==> config.mk <==
export PLATFORM = sky130hd
export DESIGN_NAME = lsu_flat
export DESIGN_NICKNAME = d
export VERILOG_FILES = /design/src/rtl/lsu_if.sv /design/src/rtl/lsu.sv /design/src/flat_wrapper.sv
export SDC_FILE = /design/constraint.sdc
export NUM_CORES = 1
export LEC_CHECK = 0
export CORE_MARGIN = 3
export CORE_UTILIZATION = 70
export CTS_BUF_LIST = sky130_fd_sc_hd__clkbuf_2
export DETAILED_ROUTE_END_ITERATION = 8
export DONT_BUFFER_PORTS = 1
export GPL_TIMING_DRIVEN = 0
export PLACE_DENSITY = 0.85
export SKIP_LAST_GASP = 1
export SYNTH_ARGS = -nofsm -noshare
export SYNTH_HDL_FRONTEND = slang
export SYNTH_SLANG_ARGS = --single-unit
export TNS_END_PERCENT = 1
==> constraint.sdc <==
create_clock -name clk -period 9.7 [get_ports clk]
set_input_delay 1.94 -clock clk [delete_from_list [all_inputs] [get_ports clk]]
set_output_delay 1.94 -clock clk [all_outputs]
set_load 0.005 [all_outputs]
==> src/rtl/lsu_if.sv <==
// Bundle between the MEM stage, the load/store unit and the word-addressed memory.
// The slave modport is the LSU's view; the master modport is the pipeline plus memory.
interface lsu_if;
    logic        req_read;
    logic        req_write;
    logic [2:0]  funct3;
    logic [31:0] addr;
    logic [31:0] wdata;
    logic [31:0] rdata_out;
    logic        stall;
    logic        fault;
    logic        mem_we;
    logic [31:0] mem_a;
    logic [31:0] mem_wd;
    logic [31:0] mem_rd;

    // Requests are level-held by the pipeline; while stall=1 the inputs stay frozen,
    // and a store is taken exactly once on the edge where stall=0.
    modport slave (
        input  req_read, req_write, funct3, addr, wdata, mem_rd,
        output rdata_out, stall, fault, mem_we, mem_a, mem_wd
    );

    modport master (
        output req_read, req_write, funct3, addr, wdata, mem_rd,
        input  rdata_out, stall, fault, mem_we, mem_a, mem_wd
    );
endinterface

==> src/rtl/lsu.sv <==
// RV32I load/store unit: same-cycle loads and SW, two-cycle read-modify-write for SB/SH.
// Outputs are combinational from state and inputs; reset forces all strobes low at once.
module lsu (
    input  logic  clk,
    input  logic  reset,
    lsu_if.slave  bus,
    output logic  o_dbg_state
);
    typedef enum logic {
        S_IDLE  = 1'b0,
        S_WRITE = 1'b1
    } state_t;

    state_t      r_state;
    state_t      w_next;
    logic [31:0] r_merged;
    logic [31:0] r_waddr;

    logic        w_store;
    logic        w_load;
    logic        w_legal;
    logic        w_misal;
    logic        w_fault;
    logic        w_sub_store;
    logic [31:0] w_word_a;
    logic [7:0]  w_byte;
    logic [15:0] w_half;
    logic [31:0] w_load_data;
    logic [31:0] w_merged;

    // A simultaneous read+write request is handled as a store.
    assign w_store  = bus.req_write;
    assign w_load   = bus.req_read & ~bus.req_write;
    assign w_word_a = {bus.addr[31:2], 2'b00};

    always_comb begin
        w_legal = 1'b0;
        if (w_store) begin
            w_legal = (bus.funct3 == 3'b000) || (bus.funct3 == 3'b001) ||
                      (bus.funct3 == 3'b010);
        end else if (w_load) begin
            w_legal = (bus.funct3 == 3'b000) || (bus.funct3 == 3'b001) ||
                      (bus.funct3 == 3'b010) || (bus.funct3 == 3'b100) ||
                      (bus.funct3 == 3'b101);
        end
    end

    always_comb begin
        case (bus.funct3[1:0])
            2'b01:   w_misal = bus.addr[0];
            2'b10:   w_misal = (bus.addr[1:0] != 2'b00);
            default: w_misal = 1'b0;
        endcase
    end

    assign w_fault     = (w_store | w_load) & (~w_legal | w_misal);
    assign w_sub_store = w_store & ~w_fault & ~bus.funct3[1];

    // Lane select is one 4:1 mux deep so it adds little after the memory read path.
    always_comb begin
        case (bus.addr[1:0])
            2'b00:   w_byte = bus.mem_rd[7:0];
            2'b01:   w_byte = bus.mem_rd[15:8];
            2'b10:   w_byte = bus.mem_rd[23:16];
            default: w_byte = bus.mem_rd[31:24];
        endcase
        w_half = bus.addr[1] ? bus.mem_rd[31:16] : bus.mem_rd[15:0];
    end

    always_comb begin
        case (bus.funct3)
            3'b000:  w_load_data = {{24{w_byte[7]}}, w_byte};
            3'b100:  w_load_data = {24'd0, w_byte};
            3'b001:  w_load_data = {{16{w_half[15]}}, w_half};
            3'b101:  w_load_data = {16'd0, w_half};
            3'b010:  w_load_data = bus.mem_rd;
            default: w_load_data = 32'd0;
        endcase
    end

    always_comb begin
        w_merged = bus.mem_rd;
        if (bus.funct3[0]) begin
            w_merged[{bus.addr[1], 4'b0000} +: 16] = bus.wdata[15:0];
        end else begin
            w_merged[{bus.addr[1:0], 3'b000} +: 8] = bus.wdata[7:0];
        end
    end

    always_ff @(posedge clk or posedge reset) begin
        if (reset) begin
            r_state <= S_IDLE;
        end else begin
            r_state <= w_next;
        end
    end

    always_ff @(posedge clk or posedge reset) begin
        if (reset) begin
            r_merged <= 32'd0;
            r_waddr  <= 32'd0;
        end else if ((r_state == S_IDLE) && w_sub_store) begin
            r_merged <= w_merged;
            r_waddr  <= w_word_a;
        end
    end

    always_comb begin
        w_next = r_state;
        case (r_state)
            S_IDLE:  w_next = w_sub_store ? S_WRITE : S_IDLE;
            S_WRITE: w_next = S_IDLE;
            default: w_next = S_IDLE;
        endcase
    end

    always_comb begin
        bus.mem_we    = 1'b0;
        bus.stall     = 1'b0;
        bus.fault     = 1'b0;
        bus.rdata_out = 32'd0;
        bus.mem_a     = w_word_a;
        bus.mem_wd    = bus.wdata;
        if (!reset) begin
            case (r_state)
                S_IDLE: begin
                    bus.fault = w_fault;
                    if (!w_fault) begin
                        if (w_load) begin
                            bus.rdata_out = w_load_data;
                        end else if (w_store) begin
                            bus.stall  = w_sub_store;
                            bus.mem_we = ~w_sub_store;
                        end
                    end
                end
                S_WRITE: begin
                    bus.mem_we = 1'b1;
                    bus.mem_a  = r_waddr;
                    bus.mem_wd = r_merged;
                end
                default: ;
            endcase
        end
    end

    assign o_dbg_state = r_state;
endmodule

==> src/flat_wrapper.sv <==
// flat-port wrapper written by rule: the top's interface ports become plain ports
module lsu_flat 
  (clk, reset, o_dbg_state, bus_req_read, bus_req_write, bus_funct3, bus_addr, bus_wdata, bus_mem_rd, bus_rdata_out, bus_stall, bus_fault, bus_mem_we, bus_mem_a, bus_mem_wd);
  lsu_if bus_i ();
  input  logic clk;
  input  logic reset;
  output logic o_dbg_state;
  input wire logic [$bits(bus_i.req_read)-1:0] bus_req_read;
  input wire logic [$bits(bus_i.req_write)-1:0] bus_req_write;
  input wire logic [$bits(bus_i.funct3)-1:0] bus_funct3;
  input wire logic [$bits(bus_i.addr)-1:0] bus_addr;
  input wire logic [$bits(bus_i.wdata)-1:0] bus_wdata;
  input wire logic [$bits(bus_i.mem_rd)-1:0] bus_mem_rd;
  output wire logic [$bits(bus_i.rdata_out)-1:0] bus_rdata_out;
  output wire logic [$bits(bus_i.stall)-1:0] bus_stall;
  output wire logic [$bits(bus_i.fault)-1:0] bus_fault;
  output wire logic [$bits(bus_i.mem_we)-1:0] bus_mem_we;
  output wire logic [$bits(bus_i.mem_a)-1:0] bus_mem_a;
  output wire logic [$bits(bus_i.mem_wd)-1:0] bus_mem_wd;
  assign bus_i.req_read = bus_req_read;
  assign bus_i.req_write = bus_req_write;
  assign bus_i.funct3 = bus_funct3;
  assign bus_i.addr = bus_addr;
  assign bus_i.wdata = bus_wdata;
  assign bus_i.mem_rd = bus_mem_rd;
  assign bus_rdata_out = bus_i.rdata_out;
  assign bus_stall = bus_i.stall;
  assign bus_fault = bus_i.fault;
  assign bus_mem_we = bus_i.mem_we;
  assign bus_mem_a = bus_i.mem_a;
  assign bus_mem_wd = bus_i.mem_wd;
  lsu u_core (.clk(clk), .reset(reset), .bus(bus_i), .o_dbg_state(o_dbg_state));
endmodule
==> out/qor.csv <==
metric;value;unit
outcome;finished, final reports clean;
crit path cell chain;clkbuf_1 > buf_2 > inv_1 > ha_1 > buf_6 > nor2b_4 > o21ai_4 > nand3_1 > clkbuf_1 > a21oi_1;
ant diodes;0;
Final Critical Period;6.07;ns
GRT Total Usage;35.2;%
Post-Syn Instances;472;
commonest non-fill, non-tap cell in the layout;mux2_2;
core area;0.00698;mm2
Max rail drop VDD;0.102;mV
worst slew pin tran;0.722;ns
Die W;92.1;um
# rows;30;
synthesized flop and latch total;63;
Buffers & Inverters on Critical Path;5;
Hold WC Path Type;reg2reg;
first-pass GRT wire length;23000;um
# resized after CTS;0;
hold_buf cts;0;
total CTS buffers;9;
WL per Instance;26.1;um
most used cell, CP;clkbuf_1;
Hold Vio Cnt, Final;0;
Die ar.;0.00848;mm2
Place WS;3.69;ns
Slowest Stage Delay on Critical Path;0.32;ns
CTS clk-pin slew, worst paths;0.18;ns
initial core utilization;74.3;%
via count;4160;
Max-Cap Viols;0;
commonest cells after routing, fill and taps aside;mux2_2, a21oi_1, dfrtp_1;
Critical Path End Type;output pin;
WP data arrival;4.13;ns
register area share after synthesis;30.4;%
Flop pwr share;50.1;%
synth-to-layout area growth;4.63;%
RSZ-0062 raised after global routing;false;
syn avg cell area;11.0;um2
setup TNS;0;ns
Netlist cell types;34;
CP max stage cell;clkbuf_1;
Final #Nets;597;
fin crit share;62.5;%
CTS tree;yes;
Clock Sink Count;63;
largest net degree at the start of global routing;35;
# H-tree levels;3;
Power Total;782;uW
Residual DRC;0;
Leak;2.30;nW
CP Data Required Time;7.76;ns
YS warnings;0;
global placement routability congestion;0.952;
Rel. slew slack;51.8;%
port bufs;0;
final WL;15200;um
antenna violations before repair;0;
Core Util, Final;77.8;%
Die Y;92.1;um
share of layout cells above drive strength 1;35.5;%
total gr overflow;0;
clock latency on the worst-skew pair;0.49;ns
internal power;549;uW
power per cell area;144;mW/mm2
P_sw;233;uW
Max FO, Critical Path;10;
worst-case clock buffer depth;2;
crit path kind;in2out;
CP Launch Type;primary input;
clock power share;19.3;%
setup violators final;0;
Via density;7.12;
Detail Placement HPWL;11600;um
root cell of the clock tree;clkbuf_2;
Logic pwr share;30.7;%
drt pass-1 iters;8;
vias in the first global route;4105;
highest clock rate;165;MHz
IO Pins;203;
Final Worst Setup Slack;3.63;ns
Post-CTS Setup Bufs;0;
Final ANT Viol Nets;0;
Sw Ratio;29.8;%
Final Skew;0.0165;ns
fin. max-slew vios;0;
1st-iter DRT viols;520;
Netlist Area Pre-Place;0.00519;mm2
delay-heaviest family, CP;buffers and inverters;
registers in the layout, summed over array words and instances (netlist names):
name and count:
u_core.o_dbg_state 1, u_core.r_merged 32, u_core.r_waddr 30
cells in the mapped netlist:
master,number,area [um2]
nor4bb_1,2,20.0
nand2b_1,2,12.5
nor2b_4,1,13.8
buf_12,7,140
and2_1,2,12.5
o21ai_4,1,16.3
ha_1,9,113
a2111oi_0,1,8.76
clkbuf_1,15,56.3
conb_1,1,3.75
dfrtp_1,63,1580
nor4b_1,1,8.76
a2bb2oi_1,1,8.76
nand2_1,18,67.6
a41oi_1,1,8.76
buf_2,16,80.1
a22oi_1,16,120
and4b_1,1,10.0
a21oi_2,1,8.76
and4_4,1,11.3
mux2_2,66,743
nand3_1,2,10.0
and4bb_2,1,12.5
a21oi_1,65,325
inv_1,20,75.1
a221oi_2,1,15.0
o21ai_0,1,5.00
mux2_4,58,871
o21ai_1,1,5.00
a221oi_1,47,412
mux2i_1,32,320
nor2_1,13,48.8
buf_6,3,33.8
buf_4,2,15.0
worst paths after layout:
kind	startpoint	to	slack, ns	cells past startpoint
max	bus_funct3[0]	bus_rdata_out[27]	3.63	10
min	u_core.r_merged[13]	u_core.r_merged[13]	0.53	1
max reg2reg	u_core.o_dbg_state	u_core.r_merged[26]	8.05	5
min reg2reg	u_core.r_merged[13]	u_core.r_merged[13]	0.53	1
max in group asynchronous	reset	u_core.r_merged[18]	7.63	2
min in group asynchronous	reset	u_core.r_waddr[18]	1.41	1
metal layers:
layer  share of wire [%]  wire, um  GRT usage, %  vias up
met3                  11      1750          10.8       56
met5                   0         0             0        -
li1                    -         -             -     1820
met2                  49      7420          58.9      291
met4                 3.3       498          12.1        0
met1                  36      5560          43.2     1993
through the flow:
| step | hold WS (ns) | cell area, um2 | std cells |
|---|---|---|---|
| CTS | 0.532 | 5430 | 584 |
| global route | 0.542 | 5430 | 584 |
| detailed placement | 0.492 | 5330 | 570 |
| floorplan | 0.477 | 5190 | 473 |
| finish | 0.530 | 5430 | 584 |
| global placement | 0.487 | 5310 | 569 |
final cells by class:
class,count,area [um2]
Multi-Input combinational cell,347,3220
Sequential cell,63,1580
Fill cell,453,1550
Buffer,43,325
Tap cell,96,120
Inverter,20,75.1
Clock inverter,5,51.3
Clock buffer,9,45.0
Timing Repair Buffer,1,20.0
logic make-up after synthesis:
kind of cell	count (synthesis)	synth area share (%)
mux	156	37.3
compound gates	136	18.0
buf+inv	63	7.72
flops	63	30.4
simple gates	44	4.39
fa+ha+maj	9	2.17
other cells	1	0.0723
power groups by stage:
stage | logic [mW] | registers [mW] | clock network [mW]
finish | 0.240 | 0.392 | 0.151
global route | 0.256 | 0.400 | 0.161
CTS | 0.239 | 0.391 | 0.150
detailed placement | 0.238 | 0.395 | 0
global placement | 0.227 | 0.387 | 0
floorplan | 0.207 | 0.376 | 0
Power figures use the tool's default switching activity.
